File: config.mk
export PLATFORM = sky130hd
export DESIGN_NAME = ppu_issue_queue
export DESIGN_NICKNAME = d
export VERILOG_FILES = /design/src/rtl/ppu_pkg.sv /design/src/rtl/ppu_sync_fifo.sv /design/src/rtl/ppu_issue_queue.sv
export SDC_FILE = /design/constraint.sdc
export NUM_CORES = 1
export LEC_CHECK = 0
export BUFFER_PORTS_ARGS = -buffer_cell sky130_fd_sc_hd__buf_4
export CAP_MARGIN = 30
export CORE_MARGIN = 8
export CORE_UTILIZATION = 39
export CTS_BUF_LIST = sky130_fd_sc_hd__clkbuf_16
export DETAILED_ROUTE_END_ITERATION = 8
export GPL_TIMING_DRIVEN = 0
export HOLD_SLACK_MARGIN = 0.06
export PLACE_DENSITY = 0.68
export SYNTH_ARGS = -nofsm -noshare
export SYNTH_HDL_FRONTEND = slang
export SYNTH_HIERARCHICAL = 1
export SYNTH_SLANG_ARGS = --single-unit
File: constraint.sdc
create_clock -name clk -period 7.73 [get_ports clk]
set_input_delay 0.3865 -clock clk [delete_from_list [all_inputs] [get_ports clk]]
set_output_delay 0.3865 -clock clk [all_outputs]
set_load 0.02 [all_outputs]
File: src/rtl/ppu_pkg.sv
// Shared PPU definitions: op codes, request bundle and op legality.
// Imported by the issue queue, its FIFO and the pipeline control FSM.
package ppu_pkg;

    localparam int OP_SIZE = 3;
    localparam int POSIT_N = 16;

    typedef enum logic [OP_SIZE-1:0] {
        ADD            = 3'd0,
        SUB            = 3'd1,
        MUL            = 3'd2,
        DIV            = 3'd3,
        FLOAT_TO_POSIT = 3'd4,
        POSIT_TO_FLOAT = 3'd5
    } ppu_op_t;

    typedef struct packed {
        logic [OP_SIZE-1:0] op;
        logic [POSIT_N-1:0] a;
        logic [POSIT_N-1:0] b;
    } ppu_req_t;

    // Codes 6 and 7 are unassigned and must never reach the pipeline.
    function automatic logic is_legal_op(input logic [OP_SIZE-1:0] op);
        return (op <= POSIT_TO_FLOAT);
    endfunction

endpackage

File: src/rtl/ppu_sync_fifo.sv
// Synchronous first-word-fall-through FIFO of request bundles.
// Push while full and pop while empty are ignored.
module ppu_sync_fifo
    import ppu_pkg::*;
#(
    parameter type T     = ppu_req_t,
    parameter int  DEPTH = 4
) (
    input  logic                     clk,
    input  logic                     rst,
    input  logic                     push_i,
    input  logic                     pop_i,
    input  T                         wdata_i,
    output T                         rdata_o,
    output logic [$clog2(DEPTH):0]   count_o,
    output logic                     full_o,
    output logic                     empty_o
);

    localparam int AW = $clog2(DEPTH);
    localparam int CW = AW + 1;

    T               mem [DEPTH];
    logic [AW-1:0]  wr_ptr_q, wr_ptr_d;
    logic [AW-1:0]  rd_ptr_q, rd_ptr_d;
    logic [CW-1:0]  count_q, count_d;
    logic           do_push, do_pop;

    assign full_o  = (count_q == CW'(DEPTH));
    assign empty_o = (count_q == '0);
    assign do_push = push_i && !full_o;
    assign do_pop  = pop_i && !empty_o;

    always_comb begin
        wr_ptr_d = wr_ptr_q;
        rd_ptr_d = rd_ptr_q;
        count_d  = count_q;
        if (do_push) wr_ptr_d = wr_ptr_q + AW'(1);
        if (do_pop)  rd_ptr_d = rd_ptr_q + AW'(1);
        case ({do_push, do_pop})
            2'b10:   count_d = count_q + CW'(1);
            2'b01:   count_d = count_q - CW'(1);
            default: count_d = count_q;
        endcase
    end

    always_ff @(posedge clk) begin
        if (rst) begin
            wr_ptr_q <= '0;
            rd_ptr_q <= '0;
            count_q  <= '0;
        end else begin
            wr_ptr_q <= wr_ptr_d;
            rd_ptr_q <= rd_ptr_d;
            count_q  <= count_d;
        end
    end

    // Storage is deliberately left out of reset; occupancy alone defines validity.
    always_ff @(posedge clk) begin
        if (do_push) mem[wr_ptr_q] <= wdata_i;
    end

    assign rdata_o = mem[rd_ptr_q];
    assign count_o = count_q;

endmodule

File: src/rtl/ppu_issue_queue.sv
// Input-side buffer of the PPU: queues core requests and presents the head
// to the pipeline FSM, holding it while the FSM stalls.
module ppu_issue_queue #(
    parameter int OP_SIZE = 3,
    parameter int N       = 16,
    parameter int DEPTH   = 4
) (
    input  logic                     clk,
    input  logic                     rst,
    input  logic                     in_valid_i,
    output logic                     in_ready_o,
    input  logic [OP_SIZE-1:0]       in_op_i,
    input  logic [N-1:0]             in_a_i,
    input  logic [N-1:0]             in_b_i,
    input  logic                     stall_i,
    output logic                     out_valid_o,
    output logic [OP_SIZE-1:0]       out_op_o,
    output logic [N-1:0]             out_a_o,
    output logic [N-1:0]             out_b_o,
    output logic [$clog2(DEPTH):0]   count_o,
    output logic                     err_o
);

    import ppu_pkg::*;

    localparam int CW = $clog2(DEPTH) + 1;

    typedef struct packed {
        logic [OP_SIZE-1:0] op;
        logic [N-1:0]       a;
        logic [N-1:0]       b;
    } req_t;

    req_t           wr_req, head_req;
    logic           fifo_full, fifo_empty;
    logic           accept, legal, push, pop;
    logic           err_q, err_d;
    logic [CW-1:0]  fifo_count;

    // Ready is a function of occupancy only, so stall_i never reaches it.
    assign in_ready_o = !rst && !fifo_full;
    assign accept     = in_valid_i && in_ready_o;
    assign legal      = is_legal_op(in_op_i);
    assign push       = accept && legal;
    assign err_d      = accept && !legal;

    assign out_valid_o = !rst && !fifo_empty;
    assign pop         = out_valid_o && !stall_i;

    assign wr_req = '{op: in_op_i, a: in_a_i, b: in_b_i};

    ppu_sync_fifo #(
        .T     (req_t),
        .DEPTH (DEPTH)
    ) u_fifo (
        .clk     (clk),
        .rst     (rst),
        .push_i  (push),
        .pop_i   (pop),
        .wdata_i (wr_req),
        .rdata_o (head_req),
        .count_o (fifo_count),
        .full_o  (fifo_full),
        .empty_o (fifo_empty)
    );

    always_ff @(posedge clk) begin
        if (rst) err_q <= 1'b0;
        else     err_q <= err_d;
    end

    // Unwritten slots may hold stale data; never let it show while empty.
    assign out_op_o = out_valid_o ? head_req.op : '0;
    assign out_a_o  = out_valid_o ? head_req.a  : '0;
    assign out_b_o  = out_valid_o ? head_req.b  : '0;
    assign count_o  = fifo_count;
    assign err_o    = err_q;

endmodule

## Word-level counts from Yosys, hierarchy flattened

Memories as Yosys holds them, arrays and structs flattened. A register that Yosys moved wholly into a read port is not among the register bits.
Index checks and enable logic that the tools add are counted.
W data, S select, Z words.

| word-level totals | value |
|---|---|
| latch bits | 0 |
| memory bits (read-only) | 0 |
| register bits | 8 |
| input port bits | 39 |
| output and inout port bits | 41 |
| memories kept | 1 |
| logic and storage cells | 36 |
| memory bits (writable) | 140 |

Memory list:

| name | words | bits a word | rd ports | clocked after Yosys merged registers in | wr ports | RTL line | text |
|---|---|---|---|---|---|---|---|
| u_fifo.mem | 4 | 35 | 1 | 1 | 1 | ppu_sync_fifo.sv:23 | `T mem [DEPTH];` |

| cells by class | value |
|---|---|
| shifts and indexed selects | 0 |
| reduce and logical (&&, ||, !) cells | 15 |
| $mul | 0 |
| add/sub/neg operators | 4 |
| equality and inequality tests | 3 |
| multiplexer cells | 8 |
| $lt $le $gt $ge | 1 |
| divide/modulo/power cells | 0 |
| bitwise operators | 0 |

Operators with widths:

| cell | number |
|---|---|
| $mux W16 | 2 |
| $logic_and A1 B1 Y1 | 8 |
| $pmux W3 S2 | 1 |
| $logic_not A1 Y1 | 5 |
| $add A2 B1 Y2 const B | 2 |
| $mux W2 | 2 |
| $add A3 B1 Y3 const B | 1 |
| $eq A3 B3 Y1 const B | 1 |
| $le A3 B3 Y1 const B | 1 |
| $logic_not A3 Y1 | 1 |
| $mux W3 | 1 |
| $sub A3 B1 Y3 const B | 1 |
| $eq A2 B1 Y1 const B | 1 |
| $eq A2 B2 Y1 const B | 1 |
| $mux W1 | 2 |
| $reduce_bool A2 Y1 | 1 |

## Logic depth before layout (Yosys ltp)

| depth | value |
|---|---|
| depth after elaboration | 8 |
| mapped depth | 12 |
| depth with buffers taken out | 12 |

## Hierarchy

The synthesis kept the hierarchy.

Modules (own cells, without submodules):

| module | cells each | sequential area each (um^2) | times used | area an instance (um^2) |
|---|---|---|---|---|
| ppu_sync_fifo | 237 | 4384.2 | 1 | 5587.9 |
| ppu_issue_queue | 46 | 20.0 | 1 | 304.0 |

## Worst setup path before layout

Ideal clock, no wire load.

| timing | value |
|---|---|
| kind | register -> register |
| start | register u_fifo.count_q[0] (netlist: u_fifo/count_o[0]) |
| end | memory u_fifo/mem[0][0] in the netlist's numbering, enable pin |
| data arrival time | 2.342 ns |
| data required time | 7.335 ns |
| buffers on the path | 0 |
| stages on the path, launching flop included | 7 |
| period minus slack after synthesis | 2.738 ns |
| setup time | 0.395 ns |
| slack | 4.992 ns |
| cells stage by stage | dfxtp_1 nor3b_2 or3b_4 a21oi_2 inv_1 nor2_1 and2_1 |

| between the ends | value |
|---|---|
| longest elaborated chain between the ends | 8 |

Ends and longest elaborated chain:

| element | RTL line | text |
|---|---|---|
| start, declared | ppu_sync_fifo.sv:26 | `logic [CW-1:0] count_q, count_d;` |
| start signal, assigned | ppu_sync_fifo.sv:55 | `count_q <= count_d;` |
| $eq A3 B3 Y1 | ppu_sync_fifo.sv:29 | `assign full_o = (count_q == CW'(DEPTH));` |
| net fifo_full | ppu_issue_queue.sv:35 | `logic fifo_full, fifo_empty;` |
| $logic_not A1 Y1 | ppu_issue_queue.sv:41 | `assign in_ready_o = !rst && !fifo_full;` |
| $logic_and A1 B1 Y1 | ppu_issue_queue.sv:41 |  |
| $logic_and A1 B1 Y1 | ppu_issue_queue.sv:42 | `assign accept = in_valid_i && in_ready_o;` |
| $logic_and A1 B1 Y1 | ppu_issue_queue.sv:44 | `assign push = accept && legal;` |
| net push | ppu_issue_queue.sv:36 | `logic accept, legal, push, pop;` |
| $logic_and A1 B1 Y1 | ppu_sync_fifo.sv:31 | `assign do_push = push_i && !full_o;` |
| $mux W1 | ppu_sync_fifo.sv:61 | `if (do_push) mem[wr_ptr_q] <= wdata_i;` |
| $mux W1 (implied by the code) | ppu_sync_fifo.sv:61 |  |
| end, declared | ppu_sync_fifo.sv:23 |  |

The timed path passes the listed nets, and every way through them passes these cells.

## Worst setup path in the final report

| timing | value |
|---|---|
| start | register u_fifo.count_q[0] (netlist: u_fifo/count_o[0]) |
| end | register u_fifo.count_q[2] (netlist: u_fifo/count_o[2]) |

| between the ends | value |
|---|---|
| longest elaborated chain between the ends | 8 |
| elaborated cells between the ends (all ways) | 17 |
| those cells by class | add/sub (2); eq/ne (3); mux (1); reduce/logical (11) |

Ends and longest elaborated chain:

| element | RTL line | text |
|---|---|---|
| $eq A3 B3 Y1 (*) | ppu_sync_fifo.sv:29 |  |
| net fifo_full | ppu_issue_queue.sv:35 |  |
| $logic_not A1 Y1 (*) | ppu_issue_queue.sv:41 |  |
| $logic_and A1 B1 Y1 (*) | ppu_issue_queue.sv:41 |  |
| $logic_and A1 B1 Y1 (*) | ppu_issue_queue.sv:42 |  |
| $logic_and A1 B1 Y1 (*) | ppu_issue_queue.sv:44 |  |
| net push | ppu_issue_queue.sv:36 |  |
| $logic_and A1 B1 Y1 (*) | ppu_sync_fifo.sv:31 |  |
| $eq A2 B1 Y1 or $eq A2 B2 Y1 (tied branches) | ppu_sync_fifo.sv:40 | `case ({do_push, do_pop})` |
| $pmux W3 S2 or $reduce_bool A2 Y1 (tied branches) | -- |  |

Mark *: on every way through the listed nets, which the timed path passes. The rest lies on a longest branch.
A chain may end at the register's enable or synchronous reset.

==> impl_metrics.yaml <==
run_status:
  status: "finished clean"
placed_design:
  io_buffers: 79
  placed_cells: 554
  dpl.hpwl_um: 7340
  place.gp.congestion: 0.721
routing:
  vias: 2875
  wire_per_inst_um: 19.3
  drtIter0Drc: 136
  drt_first_pass_iters: 6
  post_drt_via_cell_ratio: 4.92
  wl_um: 11300
  drtAntennaViolNets: 0
  drc: 0
power:
  leakagePower_nw: 2.58
  switching_share_pct: 19.0
  switchingPower_uw: 345
  p_int_mw: 1.47
  clkPwrFrac_pct: 45.4
  seq_power_share_pct: 49.8
  p_comb_share_pct: 4.7
  peakVddDrop_uv: 176
  powerDensity_nw_per_um2: 245
sta:
  min_period_over_period_pct: 33.5
  fmax_mhz: 386
  drv_slew: 0
  fin_crit_ps: 2590
  fin_setup_tns_ps: 0
  hold_viol: 0
  finalSetupViolCount: 0
  finalClockSkew_ps: 9.50
  slew_headroom_pct: 61.7
  worst_pin_slew_ps: 574
  grt_setup_unrepaired: "false"
floorplanning:
  initial_core_util_pct: 39.3
  die_h_um: 139
  coreArea_um2: 15000
  row_count: 45
  fp.dieW_um: 139
  ios: 80
  fp.dieArea_um2: 19300
layout:
  nets: 430
  fillers: 1250
  layout-drive-gt1-share_pct: 40.2
  area_growth_pct: 26.0
  layoutNonFillerInstCount: 584
  antenna_cells: 0
logic_synthesis:
  async_reset_ff_share_pct: 0
  synth_cell_types: 29
  yosys_warnings: 6
  synthTopCellsByCount: "edfxtp_1, and2_1, mux4_2, dfxtp_1"
  ys_seq_area_share_pct: 74.8
  synth-edff-count: 140
  synth_area_per_cell_um2: 20.8
  yosys.area.top_type_share_pct: 71.4
  synth_nets: 328
  ys_top_cells_by_area: "edfxtp_1, mux4_2, and2_1"
  synth_most_common_cell: "edfxtp_1"
  syn_area_um2: 5890
  yosys.area.top_type: "edfxtp_1"
  ys_ff_latch: 150
  synthCells: 283
  synth_ff_type: "edfxtp_1"
setup_path:
  crit_chain: "nor3b_2 -> or3b_4 -> a21oi_2 -> inv_1 -> nor2_1 -> inv_1 -> ha_1 -> inv_1 -> fa_1 -> xor2_1 -> or3_1 -> a21oi_1"
  path_max_fanout: 6
  cp_common_cell: "inv_1"
  worstSetupPathType: "flop to flop"
  end_kind: "flop"
  crit_arrival_ps: 2930
  critPathRequiredTime_ps: 8070
  start_kind: "flop"
  cp_slowest_cell: "dfxtp_1"
  slowest_delay_ps: 480
cts:
  cts_resized: 0
  cts.clk_slew.worst_paths_ps: 60
  cts_htree_levels: 4
  clock_tree.root_cell: "clkbuf_16"
  worst_skew_pair.late_latency_ps: 420
  post_cts_buffers: 0
  cts.sinks: 150
  cts_tree: "yes"
  cts_buffer_depth: 2
  cts-buffers-inserted: 17
  holdBufCountCts: 0
global_route:
  grt_usage_pct: 12.4
  grt_pass1_vias: 3277
  grt_max_degree: 20
  antenna_found_initial: 0
  grt_pass1_wl_um: 17700
  grt_overflow_total: 0
job:
  cap_violations: 0
min_path:
  min_path_type: "input port to flop"
[cell families after synthesis]
logic type | share of synthesized area, %
adders and majority gates | 1.40
xor gates and xnor gates | 0.446
DFF | 74.8
muxes | 13.9
and+or+nand+nor | 6.16
AOI/OAI and AO/OA | 0.956
buffers and inverters | 2.42
[power by group through the flow]
stage / sequential [mW] / combinational, mW / clock, mW
2_1_floorplan: 0.923 / 0.0392 / 0
3_3_place_gp: 0.922 / 0.0834 / 0
3_5_place_dp: 0.922 / 0.0886 / 0
4_1_cts: 0.905 / 0.0888 / 0.844
5_1_grt: 0.906 / 0.0946 / 0.877
6_report: 0.905 / 0.0863 / 0.825
[per-stage QoR]
step           area, um^2  hold slack [ps]  setup WS (ps)  power [mW]  util (%)
3_5_place_dp         6840              496           5110        1.01      45.6
6_report             7430              167           5140        1.82      49.6
4_1_cts              7430              153           5110        1.84      49.6
3_3_place_gp         6720              472           4270        1.01      44.9
2_1_floorplan        5890              459           4990       0.962         -
5_1_grt              7430              155           4920        1.88      49.6
[placed cells by master (no fill, tap or decap)]
| cell type | instances |
|---|---|
| nor2_4 | 1 |
| nor3_2 | 1 |
| buf_1 | 1 |
| o21ai_0 | 3 |
| a21oi_1 | 4 |
| clkbuf_2 | 3 |
| or3b_4 | 1 |
| nor3b_2 | 1 |
| a21oi_2 | 1 |
| clkinvlp_4 | 1 |
| ha_1 | 5 |
| clkbuf_16 | 17 |
| o31ai_2 | 1 |
| clkinv_2 | 2 |
| buf_4 | 80 |
| buf_16 | 4 |
| inv_1 | 9 |
| nand2_1 | 2 |
| nor2_1 | 8 |
| clkinv_1 | 4 |
| mux4_1 | 5 |
| buf_2 | 3 |
| bufinv_16 | 4 |
| or3_1 | 3 |
| and2_2 | 4 |
| dfxtp_1 | 10 |
| xor2_1 | 3 |
| buf_12 | 3 |
| nand2b_1 | 2 |
| mux2i_1 | 1 |
| clkinv_4 | 1 |
| buf_6 | 1 |
| mux4_2 | 30 |
| edfxtp_1 | 140 |
| nor3_1 | 1 |
| fa_1 | 1 |
| and2_1 | 35 |
[routing by layer]
layer	global-route usage (%)	wire length (um)	share of wire (%)
met4	4.74	176	1.6
met2	20.9	5760	51
met1	14.1	4790	42
met5	0	0	0
met3	4.68	554	4.9
[layout make-up]
| type | instances | area, um^2 | share of cell area (%) |
|---|---|---|---|
| inverter | 8 | 30.0 | 0.404 |
| clock inverter | 13 | 165 | 2.22 |
| multi-input combinational | 113 | 1350 | 18.2 |
| clock buffer | 17 | 425 | 5.73 |
| buffer | 12 | 113 | 1.52 |
| tap | 188 | 235 | 3.17 |
| sequential | 150 | 4400 | 59.3 |
| timing repair buffer | 83 | 703 | 9.47 |
[critical path: cells and delay by family (launching register included)]
family | cells | cell delay, ps
AND/OR/NAND/NOR | 4 | 1090
flip-flops | 1 | 480
adder cells (fa/ha/maj) | 2 | 420
buffers and inverters | 3 | 210
XOR/XNOR | 1 | 70
AO/OA/AOI/OAI | 2 | 240
[registers in the layout, indices dropped and copies added, names as in the netlist, named ones only]
register,cells
err_o,1
u_fifo/count_o,3
u_fifo/mem,140
u_fifo/rd_ptr_q,2
u_fifo/wr_ptr_q,2
[path summary, 6_finish.rpt]
check	from	endpoint	slack, ps	cells after the start
hold reg to reg	u_fifo/rd_ptr_q[1]	u_fifo/rd_ptr_q[1]	510	2
hold / removal	in_a_i[5]	u_fifo/mem[0][21]	170	1
setup / recovery	u_fifo/count_o[0]	u_fifo/count_o[2]	5140	12
setup reg to reg	u_fifo/count_o[0]	u_fifo/count_o[2]	5140	12
No activity file was read; power rests on OpenSTA's default activity.
